**src/rtl/div_result_buffer_pkg.sv**
```systemverilog
// Package div_pkg: shared constants and the stored entry type of the
// divider result buffer.
//   W_DEF        default operand/result width
//   DBZ_QUOTIENT quotient stored for a divide-by-zero result (all ones)
//   div_entry_t  one FIFO entry {quotient, remainder, dbz, err}
package div_pkg;

  localparam int W_DEF = 2;
  localparam logic [W_DEF-1:0] DBZ_QUOTIENT = '1;

  typedef struct packed {
    logic [W_DEF-1:0] quotient;
    logic [W_DEF-1:0] remainder;
    logic             dbz;
    logic             err;
  } div_entry_t;

endpackage

```
**src/rtl/div_result_buffer_if.sv**
```systemverilog
// Interface div_result_buffer_if: upstream (divider -> buffer) and downstream
// (buffer -> consumer) valid/ready ports of the result buffer.
//   in_valid/in_ready, in_a, in_b, in_quotient, in_remainder  upstream side
//   out_valid/out_ready, out_quotient, out_remainder,
//   out_dbz, out_err                                          downstream side
// Modports: master = the environment around the buffer, slave = the buffer.
interface div_result_buffer_if #(
  parameter int W = 2
);

  logic         in_valid;
  logic         in_ready;
  logic [W-1:0] in_a;
  logic [W-1:0] in_b;
  logic [W-1:0] in_quotient;
  logic [W-1:0] in_remainder;
  logic         out_valid;
  logic         out_ready;
  logic [W-1:0] out_quotient;
  logic [W-1:0] out_remainder;
  logic         out_dbz;
  logic         out_err;

  modport master (
    output in_valid, in_a, in_b, in_quotient, in_remainder, out_ready,
    input  in_ready, out_valid, out_quotient, out_remainder, out_dbz, out_err
  );

  modport slave (
    input  in_valid, in_a, in_b, in_quotient, in_remainder, out_ready,
    output in_ready, out_valid, out_quotient, out_remainder, out_dbz, out_err
  );

endinterface

```
**src/rtl/div_result_buffer_fifo.sv**
```systemverilog
// Module div_fifo_core: generic DEPTH x DW FIFO with a registered head.
//   clk, rst_n   clock / asynchronous active-low reset
//   push, pop    requests; push ignored when full, pop ignored when empty
//   wr_data      data written on an accepted push
//   full, empty  occupancy flags
//   level        current occupancy (0..DEPTH)
//   head_data    registered copy of the oldest entry; holds when empty
// DEPTH must be a power of two so the pointers wrap naturally.
module div_fifo_core #(
  parameter int DEPTH = 4,
  parameter int DW    = 6
) (
  input  logic                   clk,
  input  logic                   rst_n,
  input  logic                   push,
  input  logic                   pop,
  input  logic [DW-1:0]          wr_data,
  output logic                   full,
  output logic                   empty,
  output logic [$clog2(DEPTH):0] level,
  output logic [DW-1:0]          head_data
);

  localparam int AW = $clog2(DEPTH);

  logic [DW-1:0] mem [DEPTH];
  logic [AW-1:0] rd_ptr, wr_ptr, rd_next;
  logic [AW:0]   level_q, remain, level_next;
  logic [DW-1:0] head_q, head_next;
  logic          push_ok, pop_ok;

  assign full      = (level_q == (AW+1)'(DEPTH));
  assign empty     = (level_q == '0);
  assign push_ok   = push && !full;
  assign pop_ok    = pop && !empty;
  assign level     = level_q;
  assign head_data = head_q;

  // Next head: the oldest entry left in storage after the pop, or the
  // entry being written right now when storage would otherwise be empty.
  always_comb begin
    rd_next    = rd_ptr + AW'(pop_ok);
    remain     = level_q - (AW+1)'(pop_ok);
    level_next = remain + (AW+1)'(push_ok);
    head_next  = head_q;
    if (remain != '0)
      head_next = mem[rd_next];
    else if (push_ok)
      head_next = wr_data;
  end

  always_ff @(posedge clk) begin
    if (push_ok)
      mem[wr_ptr] <= wr_data;
  end

  always_ff @(posedge clk or negedge rst_n) begin
    if (!rst_n) begin
      rd_ptr  <= '0;
      wr_ptr  <= '0;
      level_q <= '0;
      head_q  <= '0;
    end else begin
      rd_ptr  <= rd_next;
      wr_ptr  <= wr_ptr + AW'(push_ok);
      level_q <= level_next;
      head_q  <= head_next;
    end
  end

endmodule

```
**src/rtl/div_result_buffer.sv**
```systemverilog
// Module div_result_buffer: buffers results of the 2-bit divider in a FIFO
// and presents them on a valid/ready port.
//   clk, rst_n        clock / asynchronous active-low reset
//   bus (slave)       upstream and downstream handshakes, see div_result_buffer_if
//   level             FIFO occupancy
//   res_cnt, dbz_cnt  saturating counts of accepted / divide-by-zero results
//   err_cnt           saturating count of self-check failures (macro only)
// Optional feature: define DIV_RESULT_CHECK_EN to recompute a/b and a%b for
// every non-dbz push and flag divider results that disagree.
module div_result_buffer
  import div_pkg::*;
#(
  parameter int W     = W_DEF,
  parameter int DEPTH = 4,
  parameter int CNT_W = 8
) (
  input  logic                   clk,
  input  logic                   rst_n,
  div_result_buffer_if.slave     bus,
  output logic [$clog2(DEPTH):0] level,
  output logic [CNT_W-1:0]       res_cnt,
`ifdef DIV_RESULT_CHECK_EN
  output logic [CNT_W-1:0]       err_cnt,
`endif
  output logic [CNT_W-1:0]       dbz_cnt
);

  div_entry_t   wr_entry, head_entry;
  logic [W-1:0] q_clean, r_clean;
  logic         full, empty, push_ok, is_dbz;

  assign is_dbz  = (bus.in_b == '0);
  assign push_ok = bus.in_valid && !full;

  // Undriven or unknown divider bits become 0 in simulation; hardware has
  // no X, so synthesis sees a plain pass-through.
`ifdef SYNTHESIS
  assign q_clean = bus.in_quotient;
  assign r_clean = bus.in_remainder;
`else
  always_comb begin
    q_clean = '0;
    r_clean = '0;
    for (int i = 0; i < W; i++) begin
      q_clean[i] = (bus.in_quotient[i] === 1'b1);
      r_clean[i] = (bus.in_remainder[i] === 1'b1);
    end
  end
`endif

`ifdef DIV_RESULT_CHECK_EN
  logic [W-1:0] exp_q, exp_r;
  assign exp_q = bus.in_a / bus.in_b;
  assign exp_r = bus.in_a % bus.in_b;
`endif

  // Divide-by-zero ignores the divider outputs entirely.
  always_comb begin
    wr_entry = '0;
    if (is_dbz) begin
      wr_entry.quotient  = DBZ_QUOTIENT;
      wr_entry.remainder = bus.in_a;
      wr_entry.dbz       = 1'b1;
    end else begin
      wr_entry.quotient  = q_clean;
      wr_entry.remainder = r_clean;
`ifdef DIV_RESULT_CHECK_EN
      wr_entry.err       = (q_clean != exp_q) || (r_clean != exp_r);
`endif
    end
  end

  div_fifo_core #(
    .DEPTH (DEPTH),
    .DW    ($bits(div_entry_t))
  ) u_fifo (
    .clk       (clk),
    .rst_n     (rst_n),
    .push      (bus.in_valid),
    .pop       (bus.out_ready),
    .wr_data   (wr_entry),
    .full      (full),
    .empty     (empty),
    .level     (level),
    .head_data (head_entry)
  );

  // Full blocks the upstream even if the consumer pops this cycle.
  assign bus.in_ready      = !full;
  assign bus.out_valid     = !empty;
  assign bus.out_quotient  = head_entry.quotient;
  assign bus.out_remainder = head_entry.remainder;
  assign bus.out_dbz       = head_entry.dbz;
  // err is only ever written as 1 by the checker, so this is 0 without it.
  assign bus.out_err       = head_entry.err;

  // Statistics counters stick at all-ones instead of wrapping.
  always_ff @(posedge clk or negedge rst_n) begin
    if (!rst_n) begin
      res_cnt <= '0;
      dbz_cnt <= '0;
    end else if (push_ok) begin
      if (res_cnt != '1)
        res_cnt <= res_cnt + 1'b1;
      if (is_dbz && dbz_cnt != '1)
        dbz_cnt <= dbz_cnt + 1'b1;
    end
  end

`ifdef DIV_RESULT_CHECK_EN
  always_ff @(posedge clk or negedge rst_n) begin
    if (!rst_n)
      err_cnt <= '0;
    else if (push_ok && wr_entry.err && err_cnt != '1)
      err_cnt <= err_cnt + 1'b1;
  end
`endif

endmodule

```
**src/flat_wrapper.sv**
```systemverilog
// flat-port wrapper written by rule: the top's interface ports become plain ports
module div_result_buffer_flat import div_pkg::*;
#(
  parameter int W     = W_DEF,
  parameter int DEPTH = 4,
  parameter int CNT_W = 8
)
  (clk, rst_n, level, res_cnt, dbz_cnt, bus_in_valid, bus_in_a, bus_in_b, bus_in_quotient, bus_in_remainder, bus_out_ready, bus_in_ready, bus_out_valid, bus_out_quotient, bus_out_remainder, bus_out_dbz, bus_out_err);
  div_result_buffer_if #(.W(W)) bus_i ();
  input  logic clk;
  input  logic rst_n;
  output logic [$clog2(DEPTH):0] level;
  output logic [CNT_W-1:0] res_cnt;
  output logic [CNT_W-1:0] dbz_cnt;
  input wire logic [$bits(bus_i.in_valid)-1:0] bus_in_valid;
  input wire logic [$bits(bus_i.in_a)-1:0] bus_in_a;
  input wire logic [$bits(bus_i.in_b)-1:0] bus_in_b;
  input wire logic [$bits(bus_i.in_quotient)-1:0] bus_in_quotient;
  input wire logic [$bits(bus_i.in_remainder)-1:0] bus_in_remainder;
  input wire logic [$bits(bus_i.out_ready)-1:0] bus_out_ready;
  output wire logic [$bits(bus_i.in_ready)-1:0] bus_in_ready;
  output wire logic [$bits(bus_i.out_valid)-1:0] bus_out_valid;
  output wire logic [$bits(bus_i.out_quotient)-1:0] bus_out_quotient;
  output wire logic [$bits(bus_i.out_remainder)-1:0] bus_out_remainder;
  output wire logic [$bits(bus_i.out_dbz)-1:0] bus_out_dbz;
  output wire logic [$bits(bus_i.out_err)-1:0] bus_out_err;
  assign bus_i.in_valid = bus_in_valid;
  assign bus_i.in_a = bus_in_a;
  assign bus_i.in_b = bus_in_b;
  assign bus_i.in_quotient = bus_in_quotient;
  assign bus_i.in_remainder = bus_in_remainder;
  assign bus_i.out_ready = bus_out_ready;
  assign bus_in_ready = bus_i.in_ready;
  assign bus_out_valid = bus_i.out_valid;
  assign bus_out_quotient = bus_i.out_quotient;
  assign bus_out_remainder = bus_i.out_remainder;
  assign bus_out_dbz = bus_i.out_dbz;
  assign bus_out_err = bus_i.out_err;
  div_result_buffer #(.W(W), .DEPTH(DEPTH), .CNT_W(CNT_W)) u_core (.clk(clk), .rst_n(rst_n), .bus(bus_i), .level(level), .res_cnt(res_cnt), .dbz_cnt(dbz_cnt));
endmodule
```
**config.mk**
```make
export PLATFORM = sky130hd
export DESIGN_NAME = div_result_buffer_flat
export DESIGN_NICKNAME = d
export VERILOG_FILES = /design/src/rtl/div_result_buffer_pkg.sv /design/src/rtl/div_result_buffer_if.sv /design/src/rtl/div_result_buffer_fifo.sv /design/src/rtl/div_result_buffer.sv /design/src/flat_wrapper.sv
export SDC_FILE = /design/constraint.sdc
export NUM_CORES = 1
export LEC_CHECK = 0
export CORE_UTILIZATION = 47
export DETAILED_ROUTE_END_ITERATION = 8
export PLACE_DENSITY = 0.83
export SLEW_MARGIN = 20
export SYNTH_ARGS = -nofsm -noshare
export SYNTH_HDL_FRONTEND = slang
export SYNTH_SLANG_ARGS = --single-unit
export TNS_END_PERCENT = 10
```
**constraint.sdc**
```tcl
create_clock -name clk -period 2.3 [get_ports clk]
set_input_delay 0.345 -clock clk [delete_from_list [all_inputs] [get_ports clk]]
set_output_delay 0.345 -clock clk [all_outputs]
set_load 0.005 [all_outputs]
```
==> summary by stage <==
Global routing
The initial antenna violation count was 0. For this run, global-route usage on met1 was measured as 23.1%. The global-route layer with the greatest usage is met2. The met2 track utilization from global routing is about a third. Global routing used about a fifth of the available tracks. The first global-routing pass estimated slightly above 7 mm of wire.

The met3 usage in global routing is roughly 6.1%. For this run the aggregate overflow at the end of global routing stands at 0. The via count of the first global-routing pass came to 1396. Entering global routing, the biggest net connects 29 pins.

STA
The hold violation total from the final report came to 0. Setup repair after global routing left no endpoint under its margin. The summed negative setup slack over all endpoints is 0 ns. The fmax is about 460 MHz. The minimum period implied by the final worst setup slack is 2.18 ns. Setup slack on the critical path of the routed design comes to roughly 0.12 ns.

The final number of max-transition violations was 0. The post-route clock skew is around 0.011 ns. Setup violations remaining at the end of the flow were counted as 0. The worst path uses 94.7% of the clock period.

Drt
The antenna violation net count after detailed routing is 0. The violation count after the first detailed-route iteration is between 90 and 100. The first detailed-routing pass ran for 4 iterations.

Wires add up to 4.51 mm. In the final routed layout, each cell accounts on average for 17.6 um. The count of unresolved DRC violations after routing is 0.

The vias after detailed routing is 1399. The detailed-route vias per instance is 5.46.

Synthesis
Synthesis produced a netlist with a net count of about 170. In the synthesized netlist, the number of instances is 152. Synthesis instantiated 43 different standard cells from the library. Of all cell types, the one taking the most synthesized area is sky130_fd_sc_hd__dfrtp_1. The proportion of netlist area held by the largest area contributor is between 30% and 40%. The Yosys step of the flow raised 0 warnings. Sequential cells were found to cover 59.3% of the synthesized design area. The average instance area after synthesis is ~14 um2. The mapped netlist covers between 2000 and 2500 um2. Counting flops and latches in the post-synthesis netlist gives 48. In the post-synthesis netlist, the biggest area contributors are sky130_fd_sc_hd__dfrtp_1 32%, sky130_fd_sc_hd__edfxtp_1 27%, sky130_fd_sc_hd__mux4_2 5.1%. The number of enable-type register cells in the synthesized netlist is 20. For this run, the leading register cell type out of synthesis is sky130_fd_sc_hd__dfrtp_1.

The post-synthesis async set-or-reset flop share is 58.3%.

CTS
The tree is rooted in a sky130_fd_sc_hd__clkbuf_8. TritonCTS built the clock tree. The count of H-tree levels built during CTS is 2. In this run the deepest clock path goes through 2 buffers.

Clock-pin slew was measured on the worst setup and hold paths at 0.09 ns. The total clock sinks is 48. The later pin in the worst-skew pair is clocked with a latency of 0.31 ns.

The total clock buffers created by CTS is 5. After clock tree synthesis, the flow added hold-fix buffers numbering 0.

Floorplanning
The floorplan step defined a die boundary enclosing 4940 um2. The core region is 4410 um2. Once the floorplan was initialized, standard cells occupied 49.7% of the core. After floorplanning, the core was divided into 24 placement rows. The die extent in x is between 70 and 80 um.

In this run the count of I/O pins placed on the die edge is 39. The die outline height is ~70 um.

Power and ir drop
The power density over the cells is 1330 nW/um2. The analysis attributes to cell leakage a power of about 1.2 nW. The worst-case IR drop observed on VDD is between 700 and 800 uV. Power comes to between 0.003 and 0.004 W.

Placement
The total cell area at the placement stage is about 2700 um2. Input and output buffers added on the ports amount to 37. The cell count after placement is 245.

The placement-stage worst setup slack is 0.0268 ns. At the end of routability-driven placement, the weighted congestion stood at around 0.85. The HPWL after detailed placement is between 3 and 4 mm.

Final layout
The number of nets in the finished design is ~220. The repair_antennas step left the layout with diodes totalling 0. The growth of design area from synthesis to finish is 31.4%. The post-layout instance area is about 2900 um2.

The share of cells above drive strength 1 is between 20% and 30%. The number of standard cells in the final layout excluding fillers is ~260.

Worst setup path
STA puts the critical path data required time at 1.96 ns. The maximum fanout count along the critical path is 6. The type of element capturing the critical path is a primary output. For the worst setup path, the data arrival time is ~1.8 ns. The startpoint class of the critical path is a flip-flop. By startpoint and endpoint, the worst setup path is classified as reg2out.

Hold path
The classification of the worst-slack hold path is in2async.

Status
The run finished with clean final reports.

Run
The tool flagged a number of max-cap violations equal to 0.
-- synth_stat cells (2+ instances only) --
cell	n
sky130_fd_sc_hd__and2_1	2
sky130_fd_sc_hd__and3_1	3
sky130_fd_sc_hd__dfrtp_1	28
sky130_fd_sc_hd__edfxtp_1	20
sky130_fd_sc_hd__ha_1	8
sky130_fd_sc_hd__inv_1	7
sky130_fd_sc_hd__mux2_2	3
sky130_fd_sc_hd__mux2i_1	4
sky130_fd_sc_hd__mux4_2	5
sky130_fd_sc_hd__nand2_1	8
sky130_fd_sc_hd__nand3_1	5
sky130_fd_sc_hd__nor2_1	2
sky130_fd_sc_hd__nor3_1	4
sky130_fd_sc_hd__nor3b_1	4
sky130_fd_sc_hd__o21ai_0	5
sky130_fd_sc_hd__or2_2	2
sky130_fd_sc_hd__xnor2_1	7
sky130_fd_sc_hd__xor2_1	10
-- cell usage in the layout, fill, tap and decap left out, types with 5 or more instances in the layout --
master,netlist,final
sky130_fd_sc_hd__nand2_1,8,8
sky130_fd_sc_hd__dfrtp_1,28,28
sky130_fd_sc_hd__xnor2_1,7,6
sky130_fd_sc_hd__ha_1,8,7
sky130_fd_sc_hd__clkdlybuf4s50_1,0,37
sky130_fd_sc_hd__inv_1,7,7
sky130_fd_sc_hd__mux4_2,5,5
sky130_fd_sc_hd__buf_4,1,8
sky130_fd_sc_hd__edfxtp_1,20,20
sky130_fd_sc_hd__o21ai_0,5,5
sky130_fd_sc_hd__clkbuf_8,0,5
sky130_fd_sc_hd__xor2_1,10,10
-- layout make-up --
type | count | area, um2
Sequential cell | 48 | 1300
Multi-Input combinational cell | 94 | 877
Tap cell | 52 | 65.1
Timing Repair Buffer | 46 | 450
Inverter | 8 | 30.0
Clock buffer | 5 | 68.8
Fill cell | 306 | 1530
Clock inverter | 3 | 90.1
-- state kept, by name, summed over array words and instances (netlist names) --
name	count
u_core.u_fifo.rd_ptr	2
u_core.u_fifo.level	3
u_core.res_cnt	8
u_core.u_fifo.mem	20
u_core.dbz_cnt	8
u_core.u_fifo.wr_ptr	2
u_core.u_fifo.head_data	5
-- what timing repair did --
action / 4_1_cts / 5_1_grt
endpoints found under the setup margin: 3 / 4
buffers inserted: 0 / 2
gates cloned: 0 / 1
pin swaps: 0 / 2
gates resized for setup: 1 / 4
-- metrics by stage --
step           hold WS (ns)  util, %
2_1_floorplan        0.0494        -
3_3_place_gp          0.500     60.5
3_5_place_dp          0.509     60.5
4_1_cts               0.412     64.2
5_1_grt               0.465     65.3
6_report              0.402     65.3
-- metal layers --
metal,part of all wire [%],vias to the layer above
met4,2.6,0
met3,4.2,11
met2,52,33
met5,0,-
li1,-,651
met1,41,704
-- final timing paths --
path / start / endpoint / slack (ns) / depth (start not counted)
max: u_core.u_fifo.level[2] / bus_in_ready / 0.12 / 3
min: rst_n / u_core.res_cnt[1] / 0.40 / 2
max reg2reg: u_core.u_fifo.level[1] / u_core.u_fifo.head_data[4] / 0.12 / 7
min reg2reg: u_core.dbz_cnt[3] / u_core.dbz_cnt[3] / 0.52 / 1
max in group asynchronous: rst_n / u_core.res_cnt[2] / 1.63 / 2
min in group clk: u_core.dbz_cnt[3] / u_core.dbz_cnt[3] / 0.52 / 1
-- cells by family (layout without fill, tap and decap cells) --
family | after synthesis | after routing | share of synthesized area (%)
and+or+nand+nor | 44 | 45 | 13.7
buffers and inverters | 11 | 62 | 2.40
xor gates and xnor gates | 17 | 17 | 6.79
muxes | 14 | 14 | 9.70
DFF | 48 | 48 | 59.3
adders and majority gates | 8 | 8 | 4.56
AOI/OAI and AO/OA | 9 | 9 | 3.37
other | 1 | 1 | 0.171
-- critical path: stages, from the launching register on --
cell and delay (ns):
sky130_fd_sc_hd__dfrtp_1 0.35, sky130_fd_sc_hd__buf_4 0.13, sky130_fd_sc_hd__or3b_1 0.54, sky130_fd_sc_hd__clkdlybuf4s50_1 0.52
-- report_power, final --
part | internal (W) | switching, W | total (W)
logic | 0.000901 | 0.000668 | 0.00157
registers | 0.00119 | 0.000250 | 0.00144
clock network | 0.000543 | 0.000286 | 0.000829
Note: power is estimated with default switching activity, not from simulation.
